===== config.mk =====
export PLATFORM = sky130hd
export DESIGN_NAME = router_pkt_tx
export DESIGN_NICKNAME = d
export VERILOG_FILES = /design/src/rtl/router_pkg.sv /design/src/rtl/router_tx_buf.sv /design/src/rtl/router_pkt_tx.sv
export SDC_FILE = /design/constraint.sdc
export NUM_CORES = 1
export LEC_CHECK = 0
export CORE_AREA = 2 2 246 248
export DETAILED_ROUTE_END_ITERATION = 8
export DIE_AREA = 0 0 248 250
export RECOVER_POWER = 100
export SYNTH_ARGS = -nofsm -noshare
export SYNTH_HDL_FRONTEND = slang
export SYNTH_SLANG_ARGS = --single-unit

===== constraint.sdc =====
create_clock -name clock -period 10 [get_ports clock]
set_input_delay 1.5 -clock clock [delete_from_list [all_inputs] [get_ports clock]]
set_output_delay 1.5 -clock clock [all_outputs]
set_load 0.01 [all_outputs]

===== src/rtl/router_pkg.sv =====
// Shared state encoding, limits and header packing for the router packet transmitter.
// Types and constants only; no timing or flow control of its own.
package router_pkg;

   typedef enum logic [2:0] {
      S_IDLE = 3'd0,
      S_LOAD = 3'd1,
      S_HDR  = 3'd2,
      S_PAY  = 3'd3,
      S_PAR  = 3'd4,
      S_CHK  = 3'd5,
      S_GAP  = 3'd6
   } state_t;

   localparam int         MAX_LEN      = 63;
   localparam logic [1:0] ADDR_INVALID = 2'b11;

   function automatic logic [7:0] make_header(input logic [1:0] addr, input logic [5:0] len);
      return {len, addr};
   endfunction

endpackage


===== src/rtl/router_tx_buf.sv =====
// Payload store: synchronous write on the accepting edge, combinational read by send index.
// Zero read latency; no backpressure (the transmitter never writes and reads the same slot at once).
module router_tx_buf
   import router_pkg::*;
(
   input  logic       i_clk,
   input  logic       i_we,
   input  logic [5:0] i_wr_idx,
   input  logic [7:0] i_wr_dat,
   input  logic [5:0] i_rd_idx,
   output logic [7:0] o_rd_dat
);

   logic [7:0] r_mem [0:MAX_LEN];

   always_ff @(posedge i_clk) begin
      if (i_we) begin
         r_mem[i_wr_idx] <= i_wr_dat;
      end
   end

   assign o_rd_dat = r_mem[i_rd_idx];

endmodule


===== src/rtl/router_pkt_tx.sv =====
// Buffers a whole packet, then sends header/payload/parity to the router and reports its error flag.
// Outputs registered (ready signals decoded from state); busy stalls any beat, pl_valid gaps stall loading.
module router_pkt_tx
   import router_pkg::*;
#(
   parameter int ERR_WAIT = 3,
   parameter int IFG      = 2
) (
   input  logic       clock,
   input  logic       rst,
   input  logic       req_valid,
   output logic       req_ready,
   input  logic [1:0] req_addr,
   input  logic [5:0] req_len,
   input  logic       pl_valid,
   output logic       pl_ready,
   input  logic [7:0] pl_data,
   output logic [7:0] data_in,
   output logic       pkt_valid,
   input  logic       busy,
   input  logic       error,
   output logic       resp_valid,
   output logic       resp_err
);

   localparam logic [3:0] EW_LAST  = 4'(ERR_WAIT - 1);
   localparam logic [3:0] IFG_LAST = (IFG == 0) ? 4'd0 : 4'(IFG - 1);

   state_t     r_state, w_state_nxt;
   logic [1:0] r_addr, w_addr_nxt;
   logic [5:0] r_len, w_len_nxt;
   logic [5:0] r_load_idx, w_load_idx_nxt;
   logic [5:0] r_send_idx, w_send_idx_nxt;
   logic [3:0] r_cnt, w_cnt_nxt;
   logic [7:0] r_par, w_par_nxt;
   logic       r_flag, w_flag_nxt;
   logic [7:0] r_data_in, w_data_nxt, w_rd_dat;
   logic       r_pkt_valid, r_resp_valid, r_resp_err;
   logic       w_load_fire, w_resp_nxt;

   assign req_ready   = rst && (r_state == S_IDLE);
   assign pl_ready    = (r_state == S_LOAD);
   assign w_load_fire = pl_valid && pl_ready;

   assign data_in    = r_data_in;
   assign pkt_valid  = r_pkt_valid;
   assign resp_valid = r_resp_valid;
   assign resp_err   = r_resp_err;

   // Read with the next send index so the registered data_in already holds the upcoming byte.
   router_tx_buf u_buf (
      .i_clk    (clock),
      .i_we     (w_load_fire),
      .i_wr_idx (r_load_idx),
      .i_wr_dat (pl_data),
      .i_rd_idx (w_send_idx_nxt),
      .o_rd_dat (w_rd_dat)
   );

   always_comb begin
      w_state_nxt    = r_state;
      w_addr_nxt     = r_addr;
      w_len_nxt      = r_len;
      w_load_idx_nxt = r_load_idx;
      w_send_idx_nxt = r_send_idx;
      w_cnt_nxt      = r_cnt;
      w_par_nxt      = r_par;
      w_flag_nxt     = r_flag;
      case (r_state)
         S_IDLE: begin
            if (req_valid && req_ready) begin
               w_addr_nxt     = req_addr;
               w_len_nxt      = req_len;
               w_par_nxt      = make_header(req_addr, req_len);
               w_load_idx_nxt = 6'd0;
               w_send_idx_nxt = 6'd0;
               w_flag_nxt     = 1'b0;
               if (req_len == 6'd0) begin
                  // Empty packets are rejected without touching the router.
                  w_state_nxt = S_CHK;
                  w_flag_nxt  = 1'b1;
                  w_cnt_nxt   = EW_LAST;
               end else begin
                  w_state_nxt = S_LOAD;
               end
            end
         end
         S_LOAD: begin
            if (w_load_fire) begin
               w_par_nxt      = r_par ^ pl_data;
               w_load_idx_nxt = r_load_idx + 6'd1;
               if (r_load_idx == r_len - 6'd1) begin
                  w_state_nxt = S_HDR;
               end
            end
         end
         S_HDR: begin
            if (!busy) begin
               w_state_nxt = S_PAY;
            end
         end
         S_PAY: begin
            if (!busy) begin
               if (r_send_idx == r_len - 6'd1) begin
                  w_state_nxt = S_PAR;
               end else begin
                  w_send_idx_nxt = r_send_idx + 6'd1;
               end
            end
         end
         S_PAR: begin
            if (!busy) begin
               w_state_nxt = S_CHK;
               w_cnt_nxt   = 4'd0;
            end
         end
         S_CHK: begin
            w_flag_nxt = r_flag | error;
            if (r_cnt == EW_LAST) begin
               w_cnt_nxt   = 4'd0;
               w_state_nxt = (IFG == 0) ? S_IDLE : S_GAP;
            end else begin
               w_cnt_nxt = r_cnt + 4'd1;
            end
         end
         S_GAP: begin
            if (r_cnt == IFG_LAST) begin
               w_state_nxt = S_IDLE;
            end else begin
               w_cnt_nxt = r_cnt + 4'd1;
            end
         end
         default: w_state_nxt = S_IDLE;
      endcase
   end

   // Response is shown during the final CHK cycle, so it is registered on the edge entering it.
   assign w_resp_nxt = (w_state_nxt == S_CHK) && (w_cnt_nxt == EW_LAST);

   always_comb begin
      w_data_nxt = 8'd0;
      case (w_state_nxt)
         S_HDR:   w_data_nxt = make_header(r_addr, r_len);
         S_PAY:   w_data_nxt = w_rd_dat;
         S_PAR:   w_data_nxt = r_par;
         default: w_data_nxt = 8'd0;
      endcase
   end

   always_ff @(posedge clock or negedge rst) begin
      if (!rst) begin
         r_state      <= S_IDLE;
         r_addr       <= 2'd0;
         r_len        <= 6'd0;
         r_load_idx   <= 6'd0;
         r_send_idx   <= 6'd0;
         r_cnt        <= 4'd0;
         r_par        <= 8'd0;
         r_flag       <= 1'b0;
         r_data_in    <= 8'd0;
         r_pkt_valid  <= 1'b0;
         r_resp_valid <= 1'b0;
         r_resp_err   <= 1'b0;
      end else begin
         r_state      <= w_state_nxt;
         r_addr       <= w_addr_nxt;
         r_len        <= w_len_nxt;
         r_load_idx   <= w_load_idx_nxt;
         r_send_idx   <= w_send_idx_nxt;
         r_cnt        <= w_cnt_nxt;
         r_par        <= w_par_nxt;
         r_flag       <= w_flag_nxt;
         r_data_in    <= w_data_nxt;
         r_pkt_valid  <= (w_state_nxt == S_HDR) || (w_state_nxt == S_PAY);
         r_resp_valid <= w_resp_nxt;
         r_resp_err   <= w_resp_nxt && w_flag_nxt;
      end
   end

endmodule


# Word level (Yosys, flattened, before mapping)
# Memories as Yosys holds them, arrays and structs flattened.
# Index checks and enable logic that the tools add are counted.
[op_classes]
n_mux = 33
n_addsub = 4
bitwise_logic = 2
reduce_logical = 11
eq_ne = 17
[op_table]
columns = ["op", "n"]
rows = [
  ["$mux W3", 10],
  ["$mux W6", 5],
  ["$pmux W6 S2", 2],
  ["$pmux W8 S3", 1],
  ["$pmux W3 S7", 1],
  ["$mux W4", 5],
  ["$mux W8", 2],
  ["$pmux W4 S4", 1],
  ["$pmux W8 S2", 1],
  ["$eq A3 B3 Y1 const B", 5],
  ["$add A6 B1 Y6 const B", 2],
  ["$eq A3 B2 Y1 const B", 4],
  ["$eq A6 B6 Y1", 2],
  ["$eq A4 B2 Y1 const B", 2],
  ["$xor A8 B8 Y8", 1],
  ["$logic_not A6 Y1", 1],
  ["$sub A6 B1 Y6 const B", 1],
  ["$logic_and A1 B1 Y1", 5],
  ["$add A4 B1 Y4 const B", 1],
  ["$eq A4 B1 Y1 const B", 1],
  ["$mux W1", 4],
  ["$ne A2 B1 Y1 const B", 2],
  ["$eq A3 B1 Y1 const B", 1],
  ["$logic_not A3 Y1", 1],
  ["6 further kinds", 6],
]
[word_totals]
ff_bits = 47
out_inout_bits = 13
ram_bits = 512
wordCells = 80
memories = 1
[mem_list]
columns = ["memory", "words", "word_bits", "read_ports", "rd_clocked_by_memory_dff", "wr", "line", "text"]
rows = [
  ["u_buf.r_mem", 64, 8, 1, 0, 1, "router_tx_buf.sv:14", "logic [7:0] r_mem [0:MAX_LEN];"],
]

# Logic depth before layout (Yosys ltp)
[depth]
ltp_word = 8
mapped_depth = 19

# Cells and area by module
# A second synthesis with hierarchy kept.
[hier_totals]
hier_cells = 1233
area_unflattened_um2 = 22863.2
[by_module_without_submodules]
columns = ["module", "seq_area_each_um2", "instances", "cells_per_inst", "area_each_um2"]
rows = [
  ["router_tx_buf", 15374.7, 1, 932, 20006.7],
  ["router_pkt_tx", 1176.1, 1, 301, 2856.5],
]

# Worst setup path after synthesis
# No wires, ideal clock.
[synth_timing]
kind = "input -> register"
from = "in rst"
to = "reg r_data_in[3], in the netlist data_in[3]"
required_time_ns = 9.878
stages = 15
setup_time_ns = 0.122
t_arrival_ns = 4.388
path_slack_ns = 5.491
path_cell_list = "nor4b_1 -> and2_1 -> clkbuf_1 -> nor2_1 -> a31oi_4 -> and2_1 -> buf_4 -> inv_2 -> buf_4 -> buf_2 -> a211oi_1 -> a31oi_1 -> a221oi_1 -> nand3b_1 -> a32o_1"
[synth_between]
elab_chain_len = 6
elab_cells_between_ends = 11
[synth_rtl]
columns = ["element", "line", "text"]
rows = [
  ["from (decl)", "router_pkt_tx.sv:10", "input logic rst,"],
  ["$logic_and A1 B1 Y1 *", "router_pkt_tx.sv:41", "assign req_ready = rst && (r_state == S_IDLE);"],
  ["$logic_and A1 B1 Y1 *", "router_pkt_tx.sv:71", "if (req_valid && req_ready) begin"],
  ["$mux W6 / $mux W3 (equally long branches)", "router_pkt_tx.sv:71", ""],
  ["$pmux W6 S2 / $pmux W3 S7 (equally long branches)", "router_pkt_tx.sv:69", "case (r_state)"],
  ["$mem_v2 Z64 W8, or another cell as far along", "--", ""],
  ["$pmux W8 S3 *", "router_pkt_tx.sv:142", "case (w_state_nxt)"],
  ["named net w_data_nxt[3]", "router_pkt_tx.sv:37", "logic [7:0] r_data_in, w_data_nxt, w_rd_dat;"],
  ["to (signal assigned)", "router_pkt_tx.sv:173", "r_data_in <= w_data_nxt;"],
  ["to (decl)", "router_pkt_tx.sv:37", ""],
]
# Mark *: on every way through the listed nets, which the timed path passes. The rest lies on a longest branch.
# A chain may end at the register's enable or synchronous reset.

# Final worst setup path
[layout_timing]
from = "in rst"
to = "reg r_data_in[1], in the netlist data_in[1]"
# Same word-level chain as after synthesis.

==> impl_metrics.toml <==
[setup_path]
crit_type = "primary input to flop"
cp-end-kind = "flop"
crit_arrival_ns = 7.63
start_kind = "primary input"
required_ns = 10.49
cp_max_fo = 96

[timing]
setup_viol = 0
worst_slew_pin_slew_ns = 3.77
hold_viol = 0
slew_violations = 643
fin_crit_sh_pct = 71.4
setup_slack_ns = 2.86
max_freq_mhz = 140
finalClockSkew_ns = 0.00844
tns_ns = 0
max_slew_margin_pct = -152
grt_setup_unrepaired = "no"
layout_min_cycle_time_ns = 7.14

[synthesis]
ys_seq_area_share_pct = 70.6
synth.avg_cell_area_um2 = 13.4
synthTopCellsByArea = "edfxtp_1 (66%), dfrtp_1 (5.0%), nand2_1 (4.6%)"
synth_top_cell_by_area = "edfxtp_1"
synth_compound_area_share_pct = 11.0
netlist-cell-type-count = 75
synth-async-reset-ratio_pct = 8.41
synthMuxAreaShare_pct = 2.12
syn_inst = 1751
syn_area_mm2 = 0.0234
synth-xor-area-share_pct = 0.913
ys_seq_elements = 559
synth_edf_count = 512
synth_top_area_share_pct = 65.6
synth_flop_cell = "edfxtp_1"
synth_warnings = 0
synth.net_count = 1779
synth_adder_area_share_pct = 0.320
synth_top_family_by_area = "simple AND/OR/NAND/NOR gates"
synthSimpleGateAreaFrac_pct = 12.3

[route]
ant_nets = 0
drc = 0
wire_per_inst_um = 24.9
num_vias = 15001
m1WireLength_mm = 27.2
drt_pass1_iterations = 5
met3_length_mm = 4.85
detail_route.wirelength_mm = 63.9
wl_met2_mm = 29.8
dr.first_iter.drc_count = 1779
routed.top_layer = "met4"
via_per_inst = 5.84

[clocking]
postCtsHoldBufs = 0
clk_path_buf_depth = 3
root_buffer = "clkbuf_16"
clkTransAtPathRegs_ns = 0.06
cts.repair.resized = 0
post-cts-setup-buffers = 0
cts_tree = "built"
h-tree-depth = 2
cts.sinks = 559
cts_made_buffers = 56
clk_latency_ns = 0.61

[global_routing]
antenna_found_initial = 1
overflow = 0
grt_pass1_wl_mm = 94.8
grt_max_degree = 97
grt_usage_pct = 20.6
grt_pass1_vias = 14721

[power]
power_density_mw_per_mm2 = 263
leakagePower_nw = 8.64
power_mw = 6.85
peakVddDrop_mv = 0.146

[die]
die_x_um = 248
rows = 90
design.core.area_mm2 = 0.0596
die_h_um = 250
initial_core_util_pct = 39.4
die_area_mm2 = 0.0620
ioPinCount = 35

[finish]
multi_input_area_mm2 = 0.00627
antenna_cells = 0
fin_area_mm2 = 0.0260
drive_gt1_share_pct = 6.99
syn_to_final_growth_pct = 10.9
seq_area_mm2 = 0.0166
fillers = 5314
final-instance-count-excl-fill = 2570
fin_nets = 1775

[flow_run]
cap_violations = 10

[placed_design]
dp_hpwl_mm = 37.9
port_buffers = 34
globalplace.congestion = 0.873
post_dp_cell_area_mm2 = 0.0244
post-place-ws_ns = 3.22
dp_cells = 2471

[run_status]
violations = "max-capacitance violations, max-slew violations"
outcome = "complete, but fails checks"

[hold_path]
hp-class = "flop to flop"
[metal layers]
layer / GRT usage, % / vias up
met1: 28.9 / 7533
met4: 7.36 / 0
li1: - / 6710
met3: 3.65 / 121
met2: 32.2 / 637
met5: 0 / -
[synth_stat cells (6+ instances only)]
cell / n
and3_1: 65
a211o_1: 11
dfrtp_1: 47
edfxtp_1: 512
inv_1: 13
nand2b_1: 13
o211a_1: 10
nand3_1: 77
nor3_1: 36
buf_2: 46
nor4_1: 6
o21ai_0: 38
a31oi_1: 37
ha_1: 6
buf_1: 14
mux2i_1: 34
a22oi_1: 26
clkbuf_1: 51
nor2b_1: 10
buf_4: 7
a32oi_1: 18
xnor2_1: 9
o2111ai_1: 6
nor2_1: 91
a21oi_1: 69
and2_1: 6
a311oi_1: 28
nand2_1: 289
a211oi_1: 67
a221oi_1: 10
a22o_1: 7
[through the flow]
| stage | utilization (%) | hold WS (ns) |
|---|---|---|
| after global placement | 40.9 | 0.469 |
| after detailed placement | 40.9 | 0.470 |
| after floorplan | - | 0.447 |
| final | 43.7 | 0.494 |
| after global routing | 43.7 | 0.515 |
| after CTS | 43.8 | 0.488 |
[registers in the layout, summed over array words and instances, names as in the netlist]
register and flops:
data_in 8, r_len 6, resp_valid 1, r_send_idx 6
r_load_idx 6, r_flag 1, r_addr 2, resp_err 1
r_state 3, u_buf.r_mem 512, pkt_valid 1, r_par 8
r_cnt 4
[worst max-delay path, stage by stage]
cell and delay [ns]:
buf_2 0.08, buf_4 0.52, nor4b_1 0.54, nand2_1 0.10, clkbuf_1 0.39, a41o_1 0.46
nor2_4 0.81, inv_6 0.51, clkbuf_2 1.18, mux4_2 0.93, a32oi_1 0.16, o211ai_1 0.15
o211a_1 0.22
[path summary, 6_finish.rpt]
kind / from / to / slack [ns] / cells after the start
max reg2reg: r_len[0]$_DFFE_PN0P_ / data_in[1]$_DFF_PN0_ / 3.74 / 13
min reg2reg: r_addr[0]$_DFFE_PN0P_ / r_addr[0]$_DFFE_PN0P_ / 0.49 / 2
min: r_addr[0]$_DFFE_PN0P_ / r_addr[0]$_DFFE_PN0P_ / 0.49 / 2
max: rst / data_in[1]$_DFF_PN0_ / 2.86 / 13
max in group asynchronous: rst / data_in[3]$_DFF_PN0_ / 8.52 / 2
min in group asynchronous: rst / r_cnt[0]$_DFF_PN0_ / 1.00 / 2
[layout make-up]
| type | instances | share of cell area [%] |
|---|---|---|
| flip-flops and latches | 559 | 63.6 |
| multi-input cells | 1054 | 24.1 |
| clock buffers | 76 | 5.99 |
| well taps | 782 | 3.76 |
| repair buffers | 61 | 1.73 |
| clock inverters | 23 | 0.529 |
| inverters | 15 | 0.245 |
[report_power, final]
group	internal, mW	total (mW)	switching, mW
clock	1.11	1.97	0.862
combinational	0.668	2.10	1.44
sequential	2.66	2.77	0.116
total	4.44	6.85	2.41
[logic make-up (layout without fill, tap and decap cells)]
kind of cell,count (synthesis),after routing
compound gates,359,359
xor+xnor,18,18
fa+ha+maj,6,6
buf+inv,138,175
flops,559,559
mux,42,42
simple gates,629,629
[cells in the final DEF (no fill, tap or decap), types with 6 or more instances in the layout]
cell and instances:
clkbuf_8 6, clkinv_1 8, dfrtp_1 47, clkdlybuf4s50_1 12, mux2i_1 34, clkbuf_16 57, nand2_1 289, a31oi_1 37
a32oi_1 18, buf_4 14, xnor2_1 9, o21ai_0 38, o2111ai_1 6, a221oi_1 10, dlygate4sd3_1 13, a211o_1 11
clkbuf_1 26, nor3_1 36, o211a_1 10, a22o_1 7, buf_2 8, inv_1 13, a311oi_1 28, and3_1 65
edfxtp_1 512, nor4_1 6, a21oi_1 69, a211oi_1 67, clkinv_2 12, nor2b_1 10, ha_1 6, nor2_1 91
nand3_1 77, nand2b_1 13, a22oi_1 26
Note: power is estimated with default switching activity, not from simulation.
